<file path="src/rtl/alu_word_seq.sv">
// Byte-serial word ALU sequencer driving a shared 8-bit ALU, LSB first.
// Optional signed overflow flag: define ALU_SEQ_SIGNED_OVF_EN.
module alu_word_seq #(
   parameter int BYTES = 4,
   localparam int W = 8 * BYTES
) (
   input  logic         clk,
   input  logic         rst,
   input  logic         start,
   input  logic [2:0]   op,
   input  logic [W-1:0] opa,
   input  logic [W-1:0] opb,
   input  logic         cin,
   output logic         busy,
   output logic         done,
   output logic [W-1:0] result,
   output logic         carry_out,
   output logic         zero_out,
   output logic         ovf_out,
   output logic [7:0]   alu_a,
   output logic [7:0]   alu_b,
   output logic [2:0]   alu_fn,
   output logic         alu_cin,
   input  logic [7:0]   alu_out,
   input  logic         alu_c,
   input  logic         alu_z
);

   localparam int IW = $clog2(BYTES);

   typedef enum logic [1:0] {IDLE, RUN, DONE} state_t;

   state_t         state, state_nx;
   logic [2:0]     op_q;
   logic [W-1:0]   a_q, b_q, res_q;
   logic           cin_q, carry_q, zacc_q;
   logic [IW-1:0]  idx;
   logic           last, arith;

   assign last  = (idx == IW'(BYTES - 1));
   assign arith = ~op_q[2];

   assign busy      = (state != IDLE);
   assign done      = (state == DONE);
   assign result    = res_q;
   assign carry_out = carry_q;
   assign zero_out  = zacc_q;

   always_comb begin
      state_nx = state;
      alu_a    = '0;
      alu_b    = '0;
      alu_fn   = '0;
      alu_cin  = 1'b0;
      unique case (state)
         IDLE: if (start) state_nx = RUN;
         RUN: begin
            alu_a = a_q[8*idx +: 8];
            alu_b = b_q[8*idx +: 8];
            if (idx == '0) begin
               alu_fn  = op_q;
               alu_cin = arith & op_q[0] & cin_q;
            end else if (arith) begin
               // upper bytes always chain through the carry-in variant
               alu_fn  = {op_q[2:1], 1'b1};
               alu_cin = carry_q;
            end else begin
               alu_fn  = op_q;
            end
            if (last) state_nx = DONE;
         end
         DONE:    state_nx = IDLE;
         default: state_nx = IDLE;
      endcase
   end

   always_ff @(posedge clk) begin
      if (rst) begin
         state   <= IDLE;
         op_q    <= '0;
         a_q     <= '0;
         b_q     <= '0;
         cin_q   <= 1'b0;
         idx     <= '0;
         res_q   <= '0;
         carry_q <= 1'b0;
         zacc_q  <= 1'b0;
      end else begin
         state <= state_nx;
         unique case (state)
            IDLE: if (start) begin
               op_q    <= op;
               a_q     <= opa;
               b_q     <= opb;
               cin_q   <= cin;
               idx     <= '0;
               carry_q <= 1'b0;
               zacc_q  <= 1'b1;
            end
            RUN: begin
               res_q[8*idx +: 8] <= alu_out;
               carry_q <= alu_c & arith;
               zacc_q  <= zacc_q & alu_z;
               idx     <= idx + 1'b1;
            end
            default: ;
         endcase
      end
   end

`ifdef ALU_SEQ_SIGNED_OVF_EN
   logic ovf_q, a_msb, b_msb, r_msb;

   assign a_msb   = a_q[W-1];
   assign b_msb   = b_q[W-1];
   assign r_msb   = alu_out[7];
   assign ovf_out = ovf_q;

   always_ff @(posedge clk) begin
      if (rst) begin
         ovf_q <= 1'b0;
      end else if (state == IDLE && start) begin
         ovf_q <= 1'b0;
      end else if (state == RUN && last) begin
         if (!arith)
            ovf_q <= 1'b0;
         else if (!op_q[1])
            ovf_q <= (a_msb == b_msb) && (r_msb != a_msb);
         else
            ovf_q <= (a_msb != b_msb) && (r_msb != a_msb);
      end
   end
`else
   assign ovf_out = 1'b0;
`endif

endmodule

</file>
<file path="config.mk">
export PLATFORM = sky130hd
export DESIGN_NAME = alu_word_seq
export DESIGN_NICKNAME = d
export VERILOG_FILES = /design/src/rtl/alu_word_seq.sv
export SDC_FILE = /design/constraint.sdc
export NUM_CORES = 1
export LEC_CHECK = 0
export BUFFER_PORTS_ARGS = -buffer_cell sky130_fd_sc_hd__buf_2
export CORE_UTILIZATION = 55
export CTS_CLUSTER_SIZE = 28
export DETAILED_ROUTE_END_ITERATION = 12
export GPL_TIMING_DRIVEN = 1
export HOLD_SLACK_MARGIN = 0.03
export PLACE_DENSITY = 0.85
export RECOVER_POWER = 100
export SETUP_SLACK_MARGIN = 0.05
export SKIP_CTS_REPAIR_TIMING = 1
export SLEW_MARGIN = 20
export SYNTH_ARGS = -nofsm -noshare
export SYNTH_HDL_FRONTEND = slang
export SYNTH_SLANG_ARGS = --single-unit
</file>
<file path="constraint.sdc">
create_clock -name clk -period 3.1 [get_ports clk]
set_input_delay 0 -clock clk [delete_from_list [all_inputs] [get_ports clk]]
set_output_delay 0 -clock clk [all_outputs]
set_load 0.01 [all_outputs]
</file>
* After elaboration in Yosys (flattened, before gate mapping)
Index checks and enable logic that the tools add are counted.
Operators by class: eq/ne operators 5, reductions and logical operators 7, shift operators 4, add/subtract/negate cells 2, multiplexer cells 18, bitwise gates (word level) 5
Operator list (number):
- variable part select 32 x 6 -> 8 bit | 2
- negator 5 -> 34 bit | 1
- variable shift 8 x 34 -> 32 bit, first input constant | 1
- variable part select 8 x 34 -> 32 bit | 1
- bitwise mux 32 bit | 1
- two-way mux 8 bit | 2
- two-way mux 3 bit | 3
- one-hot mux 2 bit (2 select lines) | 2
- two-way mux 2 bit | 3
- AND reduction 2 bit | 3
- two-way mux 1 bit | 5
- bitwise AND 1 bit | 4
- equality test 2 bit, second input constant | 2
- zero test 2 bit | 2
- inequality test 2 bit, second input constant | 2
- one-hot mux 1 bit (2 select lines) | 2
- nonzero test 2 bit | 2
- adder 2 x 1 -> 2 bit, second input constant | 1
- equality test 2 x 1 -> 1 bit, second input constant | 1
- inverter 1 bit | 1
Word-level totals: word-level logic and storage cells 50, input port bits 81, register bits after elaboration 106

* Depth between registers and ports, before layout
depth in word-level cells 5, gate-level depth with buffers 8

* Worst setup path after synthesis
Ideal clock, no wire load.
path kind register to register, start register idx[1], end register res_q[10] (netlist: result[10]), arrival 1.964 ns, clock period less this slack 2.081 ns, path buffers 3, cell stages (with the launch flop) 9, slack 1.019 ns, setup time 0.117 ns, cells stage by stage dfxtp_1 > buf_2 > buf_2 > inv_1 > ha_1 > and4bb_2 > and4_1 > buf_2 > a22o_1
On the way: cells in the longest elaborated chain, start to end 3, elaborated cells between the ends (all ways) 4, classes of those cells add/sub: 1; shift: 2; mux: 1
RTL lines:
- from (decl) | RTL line 37 | logic [IW-1:0] idx;
- from (signal assigned) | RTL line 104 | idx <= idx + 1'b1;
- negator 5 -> 34 bit * | RTL line 101 | res_q[8*idx +: 8] <= alu_out;
- variable part select 8 x 34 -> 32 bit or variable shift 8 x 34 -> 32 bit (tied branches) | RTL line 101
- bitwise mux 32 bit * | RTL line 101
- to (signal, indexed assignment) | RTL line 101
- to (decl) | RTL line 35 | logic [W-1:0] a_q, b_q, res_q;
Mark *: on every way between the ends. The rest lies on a longest branch, timed or not. A chain may end at the register's enable or synchronous reset.

* Worst setup path in the final report
start register state[0], end register b_q[1]
On the way: cells in the longest elaborated chain, start to end 2
RTL lines:
- from (decl) | RTL line 33 | state_t state, state_nx;
- from (signal assigned) | RTL line 89 | state <= state_nx;
- zero test 2 bit | RTL line 90 | unique case (state)
- AND reduction 2 bit (no line)
- to (signal assigned) | RTL line 94 | b_q <= opb;
- to (decl) | RTL line 35
Every way passes these cells.

==> reports/qor.yml <==
via_per_inst: 5.50
dr.pass1.iters: 5
grt_overflow: 0
pin_count: 138
core_sq_mm: 0.00769
drt_wl_total_mm: 13.0
rows: 32
ys_ff_latch: 106
skew_ns: 0.00735
worstMarginPinSlew_ns: 0.969
hp-class: "in -> reg"
critPathSlowestCell: "or3b_1"
cts_buffer_depth: 2
synth_async_sr_flop_share_pct: 0
min_from: "start"
place.gp.congestion: 0.796
hpwl_mm: 7.11
critPathRequiredTime_ns: 3.38
ys.flop_type: "dfxtp_1"
synth_most_common_cell: "nand2_1"
whs_path_depth: 4
synth_top_area_cell: "dfxtp_1"
cts-htree-levels: 3
synth_cell_types: 32
max_slew_margin_pct: 35.4
synth_area_leaders: "dfxtp_1 49%, nand2_1 13%, a21oi_1 10%"
cts_tree: "yes"
antenna_found_initial: 2
setup_violations: 0
clk_latency_ns: 0.37
status: "finished clean"
syn_inst: 492
die_w_um: 90.8
dieArea_sq_mm: 0.00825
synthToLayoutAreaGrowth_pct: 37.1
period_minus_slack_ns: 2.40
cts_sinks: 106
drv_slew: 0
grt_start_max_net_pins: 56
synth_area_sq_mm: 0.00434
critPathKind: "reg -> reg"
final_hold_viol_count: 0
hold_end: "a_q[21]$_SDFFE_PP0P_"
cp_max_fo: 45
maxCapViolCount: 0
vias: 4364
reg2reg_depth: 4
leakage_uw: 0.00239
yosys_warnings: 0
crit_path_end_kind: "register"
cts_root_buffer: "clkbuf_8"
critPathMaxStageDelay_ns: 0.81
synth_top_cell_area_share_pct: 48.9
yosys-top-cells-count: "154 x nand2_1, 106 x dfxtp_1, 90 x a21oi_1"
r2r_slack_ns: 0.70
nFillCells: 534
peakVddDrop_v: 0.000284
grt_pass1_vias: 3552
crit_chain: "or3b_1, buf_4, nand2_1, a21oi_1"
path_clk_slew_ns: 0.10
grt_first_pass_wirelength_mm: 17.1
placement.io_buffers: 136
wl_per_cell_um: 16.4
hold_ws_ns: 0.105
drc: 0
rsz0062_at_grt: "false"
die_h_um: 90.8
max_freq_mhz: 417
rr_startpoint: "state[0]$_SDFFE_PP0P_"
grt_use_total_pct: 26.0
synth_enable_flop_cells: 0
fin_nets: 771
ys_seq_area_share_pct: 48.9
postSynthAreaPerCell_sq_um: 8.82
fin_tns_setup_ns: 0
postRouteAntennaNets: 0
p_per_area_mw_per_mm2: 470
synth_nets: 578
startpoint_type: "register"
r2r-end: "b_q[1]$_SDFFE_PP0P_"
drive_gt1_share_pct: 19.9
critPathArrivalTime_ns: 2.68
cts_buffers: 9
period_share_pct: 77.4
dr.first_iter.drc_count: 327
start_util_pct: 56.5
worst max-delay path: cells and delay by family, from the launching register on:
family,cells,cell delay [ns]
AOI/OAI and AO/OA,1,0.26
buffers and inverters,1,0.54
DFF,1,0.56
and+or+nand+nor,2,0.94
cells in the final DEF (no fill, tap or decap), drive strengths merged, types with 2 or more instances in the layout:
| cell | count |
|---|---|
| ha | 5 |
| inv | 2 |
| buf | 101 |
| nor3b | 2 |
| and3b | 2 |
| mux4 | 16 |
| a21oi | 90 |
| nand2 | 154 |
| diode | 2 |
| and2 | 18 |
| clkbuf | 54 |
| and4 | 2 |
| nor2b | 3 |
| nand3b | 3 |
| a22o | 16 |
| nor2 | 6 |
| dfxtp | 106 |
| nand3 | 19 |
| dlygate4sd3 | 78 |
cell type report:
cell class,instances,area (sq um),area share [%]
antenna,2,5.00,0.0841
clock buffer,13,169,2.84
clock inverter,3,46.3,0.777
inverter,2,7.51,0.126
multi-input combinational,346,2010,33.8
sequential,106,2120,35.6
tap,102,128,2.14
timing repair buffer,220,1470,24.6
power breakdown:
part	leakage (uW)	total, uW	internal, uW	switching [uW]
Sequential	0.000866	1460	1430	36.1
Clock	0.000106	907	442	465
Combinational	0.00142	432	205	227
Total	0.00239	2800	2070	728
per-stage QoR:
step | std cells | setup slack, ns | instance area (sq um) | utilization, % | power [uW]
2_1_floorplan | 492 | 1.02 | 4340 | - | 1710
3_3_place_gp | 698 | 1.26 | 5010 | 65.2 | 1820
3_5_place_dp | 698 | 1.14 | 5010 | 65.2 | 1830
4_1_cts | 714 | 1.08 | 5230 | 68.0 | 2710
5_1_grt | 794 | 0.538 | 5950 | 77.5 | 2910
6_report | 794 | 0.700 | 5950 | 77.5 | 2800
flip-flops by register name, indices dropped and copies added (netlist names):
signal,cells
a_q,32
b_q,32
result,32
op_q,3
idx,2
state,2
carry_out,1
cin_q,1
zero_out,1
kinds of logic (layout without fill, tap and decap cells):
kind of cell,after synthesis,in the layout,share of synthesized area [%]
buf+inv,40,238,4.75
fa+ha+maj,5,5,1.44
mux,16,16,8.30
compound gates,109,109,14.0
flops,106,106,48.9
other cells,1,3,0.0864
simple gates,215,215,22.5
how the worst max path moves through the flow:
stage,startpoint,to,slack [ns]
2_1_floorplan,idx[1]$_SDFFE_PP0P_,result[10]$_SDFFE_PP0P_,1.02
3_3_place_gp,state[1]$_SDFFE_PP0P_,a_q[18]$_SDFFE_PP0P_,1.26
3_5_place_dp,state[0]$_SDFFE_PP0P_,a_q[8]$_SDFFE_PP0P_,1.14
4_1_cts,state[0]$_SDFFE_PP0P_,b_q[2]$_SDFFE_PP0P_,1.08
6_report,state[0]$_SDFFE_PP0P_,b_q[1]$_SDFFE_PP0P_,0.70
5_1_grt,state[0]$_SDFFE_PP0P_,b_q[1]$_SDFFE_PP0P_,0.54
layer usage:
layer	part of all wire (%)	wire (um)	track usage, %
met1	40	5190	34.2
met2	49	6370	42.0
met3	6.5	842	6.31
met4	4.7	610	8.33
met5	0	0	0
Note: power is estimated with default switching activity, not from simulation.
